## config.mk

```make
export PLATFORM = sky130hd
export DESIGN_NAME = tv_stream_unpacker_flat
export DESIGN_NICKNAME = d
export VERILOG_FILES = /design/src/rtl/tv_stream_unpacker_if.sv /design/src/rtl/tv_stream_unpacker.sv /design/src/flat_wrapper.sv
export SDC_FILE = /design/constraint.sdc
export NUM_CORES = 1
export LEC_CHECK = 0
export ABC_AREA = 1
export CORE_MARGIN = 10
export CORE_UTILIZATION = 56
export CTS_CLUSTER_SIZE = 14
export DETAILED_ROUTE_END_ITERATION = 10
export PLACE_DENSITY = 0.86
export SLEW_MARGIN = 20
export SYNTH_ARGS = -nofsm -noshare
export SYNTH_HDL_FRONTEND = slang
export SYNTH_SLANG_ARGS = --single-unit
```

## constraint.sdc

```tcl
create_clock -name clk -period 4.8 [get_ports clk]
set_input_delay 0.72 -clock clk [delete_from_list [all_inputs] [get_ports clk]]
set_output_delay 0.72 -clock clk [all_outputs]
set_load 0.01 [all_outputs]
```

## src/rtl/tv_stream_unpacker_if.sv

```systemverilog
`default_nettype none
// ============================================================================
//  Module      : tv_stream_unpacker_if
//  Description : Stream bundle for tv_stream_unpacker. Carries the wide input
//                beat stream (s_*) and the narrow output word stream (m_*).
//                The unpacker uses the slave modport. The feeding/draining
//                environment uses the master modport.
//  Signals     : s_data [BUS_W]   input beat, lane 0 = bits [WORD_W-1:0]
//                s_valid/s_last   input valid / final beat of frame
//                s_ready          input ready (from unpacker)
//                m_data [WORD_W]  output word (from unpacker)
//                m_valid/m_last   output valid / final word of frame
//                m_ready          output ready (to unpacker)
//  Revision    : 1.0 - initial release
// ============================================================================
interface tv_stream_unpacker_if #(
    parameter int BUS_W  = 32,
    parameter int WORD_W = 8
);
    logic [BUS_W-1:0]  s_data;
    logic              s_valid;
    logic              s_last;
    logic              s_ready;
    logic [WORD_W-1:0] m_data;
    logic              m_valid;
    logic              m_last;
    logic              m_ready;

    // Environment side: sources beats, sinks words.
    modport master (
        output s_data, s_valid, s_last,
        input  s_ready,
        input  m_data, m_valid, m_last,
        output m_ready
    );

    // Unpacker side: sinks beats, sources words.
    modport slave (
        input  s_data, s_valid, s_last,
        output s_ready,
        output m_data, m_valid, m_last,
        input  m_ready
    );
endinterface
`default_nettype wire

```

## src/rtl/tv_stream_unpacker.sv

```systemverilog
`default_nettype none
// ============================================================================
//  Module      : tv_stream_unpacker
//  Description : Unpacks BUS_W-bit test-vector beats into WORD_W-bit task
//                words. Frame length is loaded at runtime via cfg_load.
//                Generates m_last, drops padding lanes of the final beat,
//                and checks beat framing (early/late s_last). Frames with a
//                late s_last are flushed up to and including the s_last beat.
//  Ports       : clk, rst (async, active-high)
//                cfg_num_words/cfg_load  frame length, start pulse (IDLE only)
//                busy       high outside IDLE
//                done       one-cycle pulse at frame end
//                frame_err  sticky framing error, cleared by accepted cfg_load
//                err_cnt    (TV_UNPACK_ERR_CNT_EN only) saturating count of
//                           frames with a framing error, cleared by rst only
//                strm       tv_stream_unpacker_if.slave (s_* in, m_* out)
//  Option      : define TV_UNPACK_ERR_CNT_EN to add err_cnt
//  Revision    : 1.0 - initial release
// ============================================================================
module tv_stream_unpacker #(
    parameter int BUS_W     = 32,
    parameter int WORD_W    = 8,
    parameter int MAX_WORDS = 4096,
    parameter int CNT_W     = $clog2(MAX_WORDS + 1)
) (
    input  logic             clk,
    input  logic             rst,
    input  logic [CNT_W-1:0] cfg_num_words,
    input  logic             cfg_load,
`ifdef TV_UNPACK_ERR_CNT_EN
    output logic [15:0]      err_cnt,
`endif
    output logic             busy,
    output logic             done,
    output logic             frame_err,
    tv_stream_unpacker_if.slave strm
);

    localparam int                c_lanes     = BUS_W / WORD_W;
    localparam int                c_lane_w    = (c_lanes > 1) ? $clog2(c_lanes) : 1;
    localparam logic [CNT_W-1:0]  c_max_words = CNT_W'(MAX_WORDS);
    localparam logic [c_lane_w-1:0] c_last_lane = c_lane_w'(c_lanes - 1);

    typedef enum logic [1:0] {
        ST_IDLE  = 2'd0,
        ST_RUN   = 2'd1,
        ST_FLUSH = 2'd2
    } state_t;

    state_t              r_state;
    state_t              w_state_next;

    logic [BUS_W-1:0]    r_buf;
    logic                r_buf_valid;
    logic                r_buf_last;
    logic [c_lane_w-1:0] r_lane;
    logic [CNT_W-1:0]    r_remaining;
    logic                r_done;
    logic                r_frame_err;

    logic [CNT_W-1:0]    w_num_sat;
    logic [WORD_W-1:0]   w_m_data;
    logic                w_m_valid;
    logic                w_m_last;
    logic                w_m_fire;
    logic                w_last_lane;
    logic                w_final_word;
    logic                w_beat_end;
    logic                w_frame_end;
    logic                w_s_ready;
    logic                w_s_fire;
    logic                w_load;
    logic                w_done_next;
    logic                w_err_set;

    assign w_num_sat = (cfg_num_words > c_max_words) ? c_max_words : cfg_num_words;

    // Lane select of the buffered beat.
    always_comb begin
        w_m_data = '0;
        for (int i = 0; i < c_lanes; i++) begin
            if (r_lane == c_lane_w'(i)) begin
                w_m_data = r_buf[i*WORD_W +: WORD_W];
            end
        end
    end

    assign w_m_valid    = (r_state == ST_RUN) && r_buf_valid;
    assign w_last_lane  = (r_lane == c_last_lane);
    assign w_final_word = (r_remaining == CNT_W'(1));
    // The final needed word closes the frame; a beat flagged s_last before the
    // frame is complete closes it on its top lane instead.
    assign w_m_last     = w_m_valid && (w_final_word || (r_buf_last && w_last_lane));
    // A beat is exhausted on its top lane or when it supplies the final word
    // (remaining lanes are padding and are never presented).
    assign w_beat_end   = w_last_lane || w_final_word;
    assign w_m_fire     = w_m_valid && strm.m_ready;
    assign w_frame_end  = w_m_fire && w_m_last;
    assign w_s_fire     = strm.s_valid && w_s_ready;

    always_comb begin
        w_state_next = r_state;
        w_s_ready    = 1'b0;
        w_load       = 1'b0;
        w_done_next  = 1'b0;
        w_err_set    = 1'b0;
        case (r_state)
            ST_IDLE: begin
                if (cfg_load) begin
                    w_load = 1'b1;
                    if (w_num_sat == '0) begin
                        w_done_next = 1'b1;
                    end else begin
                        w_state_next = ST_RUN;
                    end
                end
            end
            ST_RUN: begin
                // Refill when empty or when the current beat is drained this
                // cycle. Once the s_last beat has delivered the frame's last
                // word, the next beat belongs to a frame not yet loaded.
                w_s_ready = !r_buf_valid ||
                            (w_m_fire && w_beat_end && !(w_m_last && r_buf_last));
                if (w_frame_end) begin
                    if (r_buf_last) begin
                        // Normal end, or early s_last when words are still owed.
                        w_err_set    = !w_final_word;
                        w_done_next  = 1'b1;
                        w_state_next = ST_IDLE;
                    end else begin
                        // Late s_last: the beat accepted alongside the final
                        // word is already a discard beat.
                        w_err_set = 1'b1;
                        if (strm.s_valid && strm.s_last) begin
                            w_done_next  = 1'b1;
                            w_state_next = ST_IDLE;
                        end else begin
                            w_state_next = ST_FLUSH;
                        end
                    end
                end
            end
            ST_FLUSH: begin
                w_s_ready = 1'b1;
                if (strm.s_valid && strm.s_last) begin
                    w_done_next  = 1'b1;
                    w_state_next = ST_IDLE;
                end
            end
            default: begin
                w_state_next = ST_IDLE;
            end
        endcase
    end

    always_ff @(posedge clk or posedge rst) begin
        if (rst) begin
            r_state <= ST_IDLE;
        end else begin
            r_state <= w_state_next;
        end
    end

    always_ff @(posedge clk or posedge rst) begin
        if (rst) begin
            r_buf       <= '0;
            r_buf_valid <= 1'b0;
            r_buf_last  <= 1'b0;
            r_lane      <= '0;
            r_remaining <= '0;
            r_done      <= 1'b0;
            r_frame_err <= 1'b0;
        end else begin
            r_done <= w_done_next;
            if (w_load) begin
                r_frame_err <= 1'b0;
            end else if (w_err_set) begin
                r_frame_err <= 1'b1;
            end
            if (w_load) begin
                r_remaining <= w_num_sat;
                r_buf_valid <= 1'b0;
                r_buf_last  <= 1'b0;
                r_lane      <= '0;
            end else if (r_state == ST_RUN) begin
                if (w_m_fire) begin
                    r_remaining <= r_remaining - CNT_W'(1);
                    if (w_beat_end) begin
                        r_buf_valid <= 1'b0;
                        r_lane      <= '0;
                    end else begin
                        r_lane <= r_lane + c_lane_w'(1);
                    end
                end
                // A new beat overrides the drain update above.
                if (w_s_fire && !w_frame_end) begin
                    r_buf       <= strm.s_data;
                    r_buf_valid <= 1'b1;
                    r_buf_last  <= strm.s_last;
                    r_lane      <= '0;
                end
            end
        end
    end

`ifdef TV_UNPACK_ERR_CNT_EN
    logic [15:0] r_err_cnt;

    always_ff @(posedge clk or posedge rst) begin
        if (rst) begin
            r_err_cnt <= '0;
        end else if (w_err_set && (r_err_cnt != 16'hFFFF)) begin
            r_err_cnt <= r_err_cnt + 16'd1;
        end
    end

    assign err_cnt = r_err_cnt;
`endif

    assign busy         = (r_state != ST_IDLE);
    assign done         = r_done;
    assign frame_err    = r_frame_err;
    assign strm.s_ready = w_s_ready;
    assign strm.m_valid = w_m_valid;
    assign strm.m_last  = w_m_last;
    assign strm.m_data  = w_m_data;

endmodule
`default_nettype wire

```

## src/flat_wrapper.sv

```systemverilog
// flat-port wrapper written by rule: the top's interface ports become plain ports
module tv_stream_unpacker_flat 
#(
    parameter int BUS_W     = 32,
    parameter int WORD_W    = 8,
    parameter int MAX_WORDS = 4096,
    parameter int CNT_W     = $clog2(MAX_WORDS + 1)
)
  (clk, rst, cfg_num_words, cfg_load, busy, done, frame_err, strm_s_data, strm_s_valid, strm_s_last, strm_s_ready, strm_m_data, strm_m_valid, strm_m_last, strm_m_ready);
  tv_stream_unpacker_if #(.BUS_W(BUS_W), .WORD_W(WORD_W)) strm_i ();
  input  logic clk;
  input  logic rst;
  input  logic [CNT_W-1:0] cfg_num_words;
  input  logic cfg_load;
  output logic busy;
  output logic done;
  output logic frame_err;
  input wire logic [$bits(strm_i.s_data)-1:0] strm_s_data;
  input wire logic [$bits(strm_i.s_valid)-1:0] strm_s_valid;
  input wire logic [$bits(strm_i.s_last)-1:0] strm_s_last;
  output wire logic [$bits(strm_i.s_ready)-1:0] strm_s_ready;
  output wire logic [$bits(strm_i.m_data)-1:0] strm_m_data;
  output wire logic [$bits(strm_i.m_valid)-1:0] strm_m_valid;
  output wire logic [$bits(strm_i.m_last)-1:0] strm_m_last;
  input wire logic [$bits(strm_i.m_ready)-1:0] strm_m_ready;
  assign strm_i.s_data = strm_s_data;
  assign strm_i.s_valid = strm_s_valid;
  assign strm_i.s_last = strm_s_last;
  assign strm_s_ready = strm_i.s_ready;
  assign strm_m_data = strm_i.m_data;
  assign strm_m_valid = strm_i.m_valid;
  assign strm_m_last = strm_i.m_last;
  assign strm_i.m_ready = strm_m_ready;
  tv_stream_unpacker #(.BUS_W(BUS_W), .WORD_W(WORD_W), .MAX_WORDS(MAX_WORDS), .CNT_W(CNT_W)) u_core (.clk(clk), .rst(rst), .cfg_num_words(cfg_num_words), .cfg_load(cfg_load), .busy(busy), .done(done), .frame_err(frame_err), .strm(strm_i));
endmodule
```

==> flow_metrics.env <==
export IMPL_status="complete, no violations"
export IMPL_synth_cell_type_count=32
export IMPL_setup_viol=0
export IMPL_gp_congestion=0.889
export IMPL_yosysWarnings=0
export IMPL_p_int_mw=1.28
export IMPL_tightest_slew_ns=1.07
export IMPL_core_area_um2=5470
export IMPL_syn_instance_count=404
export IMPL_yosysMostFrequentCell="nand2_1"
export IMPL_antenna_found_initial=0
export IMPL_grt_pass1_vias=2892
export IMPL_fin_crit_sh_pct=71.2
export IMPL_rsz0062_at_grt="no"
export IMPL_synth_largest_area_cell="dfrtp_1"
export IMPL_grt_pass1_wl_um=13400
export IMPL_ir_drop_mv=0.317
export IMPL_pwr_share_clk_pct=14.7
export IMPL_startpoint_type="register"
export IMPL_overflow=0
export IMPL_final_net_count=522
export IMPL_finalClockSkew_ns=0.00600
export IMPL_start_util_pct=57.5
export IMPL_die_height_um=95.0
export IMPL_root_buffer="clkbuf_8"
export IMPL_period_minus_slack_ns=3.42
export IMPL_clk_pin_slew_ns=0.10
export IMPL_ant_nets=0
export IMPL_p_leak_nw=1.91
export IMPL_row_count=27
export IMPL_syn2layout_area_growth_pct=24.2
export IMPL_m1WireLength_um=3410
export IMPL_routedWlPerCell_um=14.9
export IMPL_diodes=0
export IMPL_wl_met3_um=504
export IMPL_viasPerCell=5.40
export IMPL_hold_class="reg -> reg"
export IMPL_slew_headroom_pct=28.3
export IMPL_syn_num_nets=465
export IMPL_drv_slew=0
export IMPL_timing_hold_violations_final=0
export IMPL_finalNonFillerCells=534
export IMPL_clk_path_buf_depth=2
export IMPL_critPathKind="reg -> out"
export IMPL_drtIter0Drc=237
export IMPL_hpwl_um=5920
export IMPL_grt_use_total_pct=18.1
export IMPL_die_w_um=95.0
export IMPL_synth_avg_cell_area_um2=7.79
export IMPL_io_buffers=64
export IMPL_postCtsHoldBufs=0
export IMPL_drive_gt1_share_pct=11.9
export IMPL_dieArea_um2=9020
export IMPL_ys_top_cells_by_count="nand2_1, inv_1, dfrtp_1"
export IMPL_required_ns=4.08
export IMPL_syn_area_um2=3150
export IMPL_crit_arrival_ns=2.70
export IMPL_power_switching_uw=915
export IMPL_synthTopCellsByArea="dfrtp_1, nand2_1, inv_1"
export IMPL_synth_seq_area_share_pct=42.1
export IMPL_first_pass_iters=4
export IMPL_cts_tree="done"
export IMPL_post_cts_setup_buffer_count=0
export IMPL_cts_resized=0
export IMPL_drc_errors=0
export IMPL_insertion_delay_ns=0.31
export IMPL_setup_tns_ns=0
export IMPL_grt_max_degree=66
export IMPL_cap_violations=0
export IMPL_top_layer="met4"
export IMPL_totalWireLength_um=7960
export IMPL_wl_met2_um=3890
export IMPL_htree_num_levels=2
export IMPL_cts_sinks=53
export IMPL_swShare_pct=41.6
export IMPL_io_pins=65
export IMPL_async_reset_ff_share_pct=100
export IMPL_combPwrFrac_pct=48.5
export IMPL_endpoint_kind="output port"
export IMPL_via_count=2881
export IMPL_pwr_share_seq_pct=36.8
export IMPL_path_max_fanout=14
export IMPL_yosysTopAreaCellShare_pct=42.1
export IMPL_p_per_area_nw_per_um2=563
export IMPL_synth_edf_count=0
export IMPL_numCtsBuffers=5
export IMPL_fmax_mhz=293
export IMPL_dp_cells=526
export IMPL_ys_seq_elements=53
export IMPL_synth_flop_cell="dfrtp_1"
-- critical path, cell delays in order (launching register included) --
cell and delay (ns):
dfrtp_1 0.45, ha_1 0.52, inv_1 0.22, a21oi_2 0.21, nand2_1 0.07, nand2_1 0.07
nand2_2 0.07, a21boi_4 0.17, clkdlybuf4s50_1 0.59
-- layer usage --
metal,track usage [%],vias to the layer above
met3,4.36,16
met2,29.5,94
met1,22.9,1363
met5,0,-
li1,-,1408
met4,6.73,0
-- power by group through the flow --
stage	sequential [mW]	combinational (mW)	clock, mW
2_1_floorplan	0.766	0.729	0
3_3_place_gp	0.799	1.01	0
3_5_place_dp	0.811	1.06	0
4_1_cts	0.803	1.07	0.324
5_1_grt	0.835	1.21	0.342
6_report	0.810	1.07	0.324
-- final cells by class --
type,count,area [um^2]
Fill cell,453,1560
Multi-Input combinational cell,270,1480
Sequential cell,53,1330
Timing Repair Buffer,64,641
Inverter,67,253
Tap cell,72,90.1
Clock buffer,6,82.6
Clock inverter,2,37.5
-- stage by stage --
stage | worst slack (ns) | hold slack, ns | cell area (um^2) | utilization (%) | power, mW
6_report | 1.38 | 0.496 | 3910 | 71.4 | 2.20
5_1_grt | 1.17 | 0.523 | 3910 | 71.4 | 2.38
4_1_cts | 1.38 | 0.496 | 3910 | 71.4 | 2.20
3_5_place_dp | 1.49 | 0.471 | 3790 | 69.2 | 1.87
3_3_place_gp | 1.63 | 0.466 | 3790 | 69.2 | 1.81
2_1_floorplan | 2.58 | 0.450 | 3150 | - | 1.50
-- flip-flops by register name, indices dropped and copies added, names as in the netlist --
name	count
u_core.done	1
u_core.r_buf	32
u_core.r_state	2
u_core.r_buf_last	1
u_core.r_buf_valid	1
u_core.r_lane	2
u_core.frame_err	1
u_core.r_remaining	13
-- final timing paths --
check | from | end | slack, ns | cells after the start
max | u_core.r_lane[0]$_DFFE_PP0P_ | strm_s_ready | 1.38 | 8
min in group asynchronous | rst | u_core.r_buf[17]$_DFFE_PP0P_ | 0.88 | 2
max in group asynchronous | rst | u_core.r_buf[27]$_DFFE_PP0P_ | 3.37 | 2
max reg2reg | u_core.r_lane[0]$_DFFE_PP0P_ | u_core.r_buf[26]$_DFFE_PP0P_ | 1.57 | 9
min reg2reg | u_core.r_buf[5]$_DFFE_PP0P_ | u_core.r_buf[5]$_DFFE_PP0P_ | 0.50 | 2
min | u_core.r_buf[5]$_DFFE_PP0P_ | u_core.r_buf[5]$_DFFE_PP0P_ | 0.50 | 2
-- cells by family after synthesis --
kind of cell / share of synthesized area, %
XOR/XNOR: 0.835
AND/OR/NAND/NOR: 21.9
buffers and inverters: 11.1
adder cells (fa/ha/maj): 3.98
flip-flops: 42.1
AO/OA/AOI/OAI: 20.0
-- placed cells by master (no fill, tap or decap), types with 14 or more instances in the layout --
cell / Yosys / routed
a21oi_1: 24 / 24
o21ai_0: 23 / 23
nand2_2: 14 / 14
o21ai_2: 22 / 22
nor2_1: 29 / 29
dfrtp_1: 53 / 53
nand3_1: 16 / 16
inv_1: 66 / 65
nand2_1: 88 / 88
clkdlybuf4s50_1: 0 / 64
Note: power is estimated with default switching activity, not from simulation.
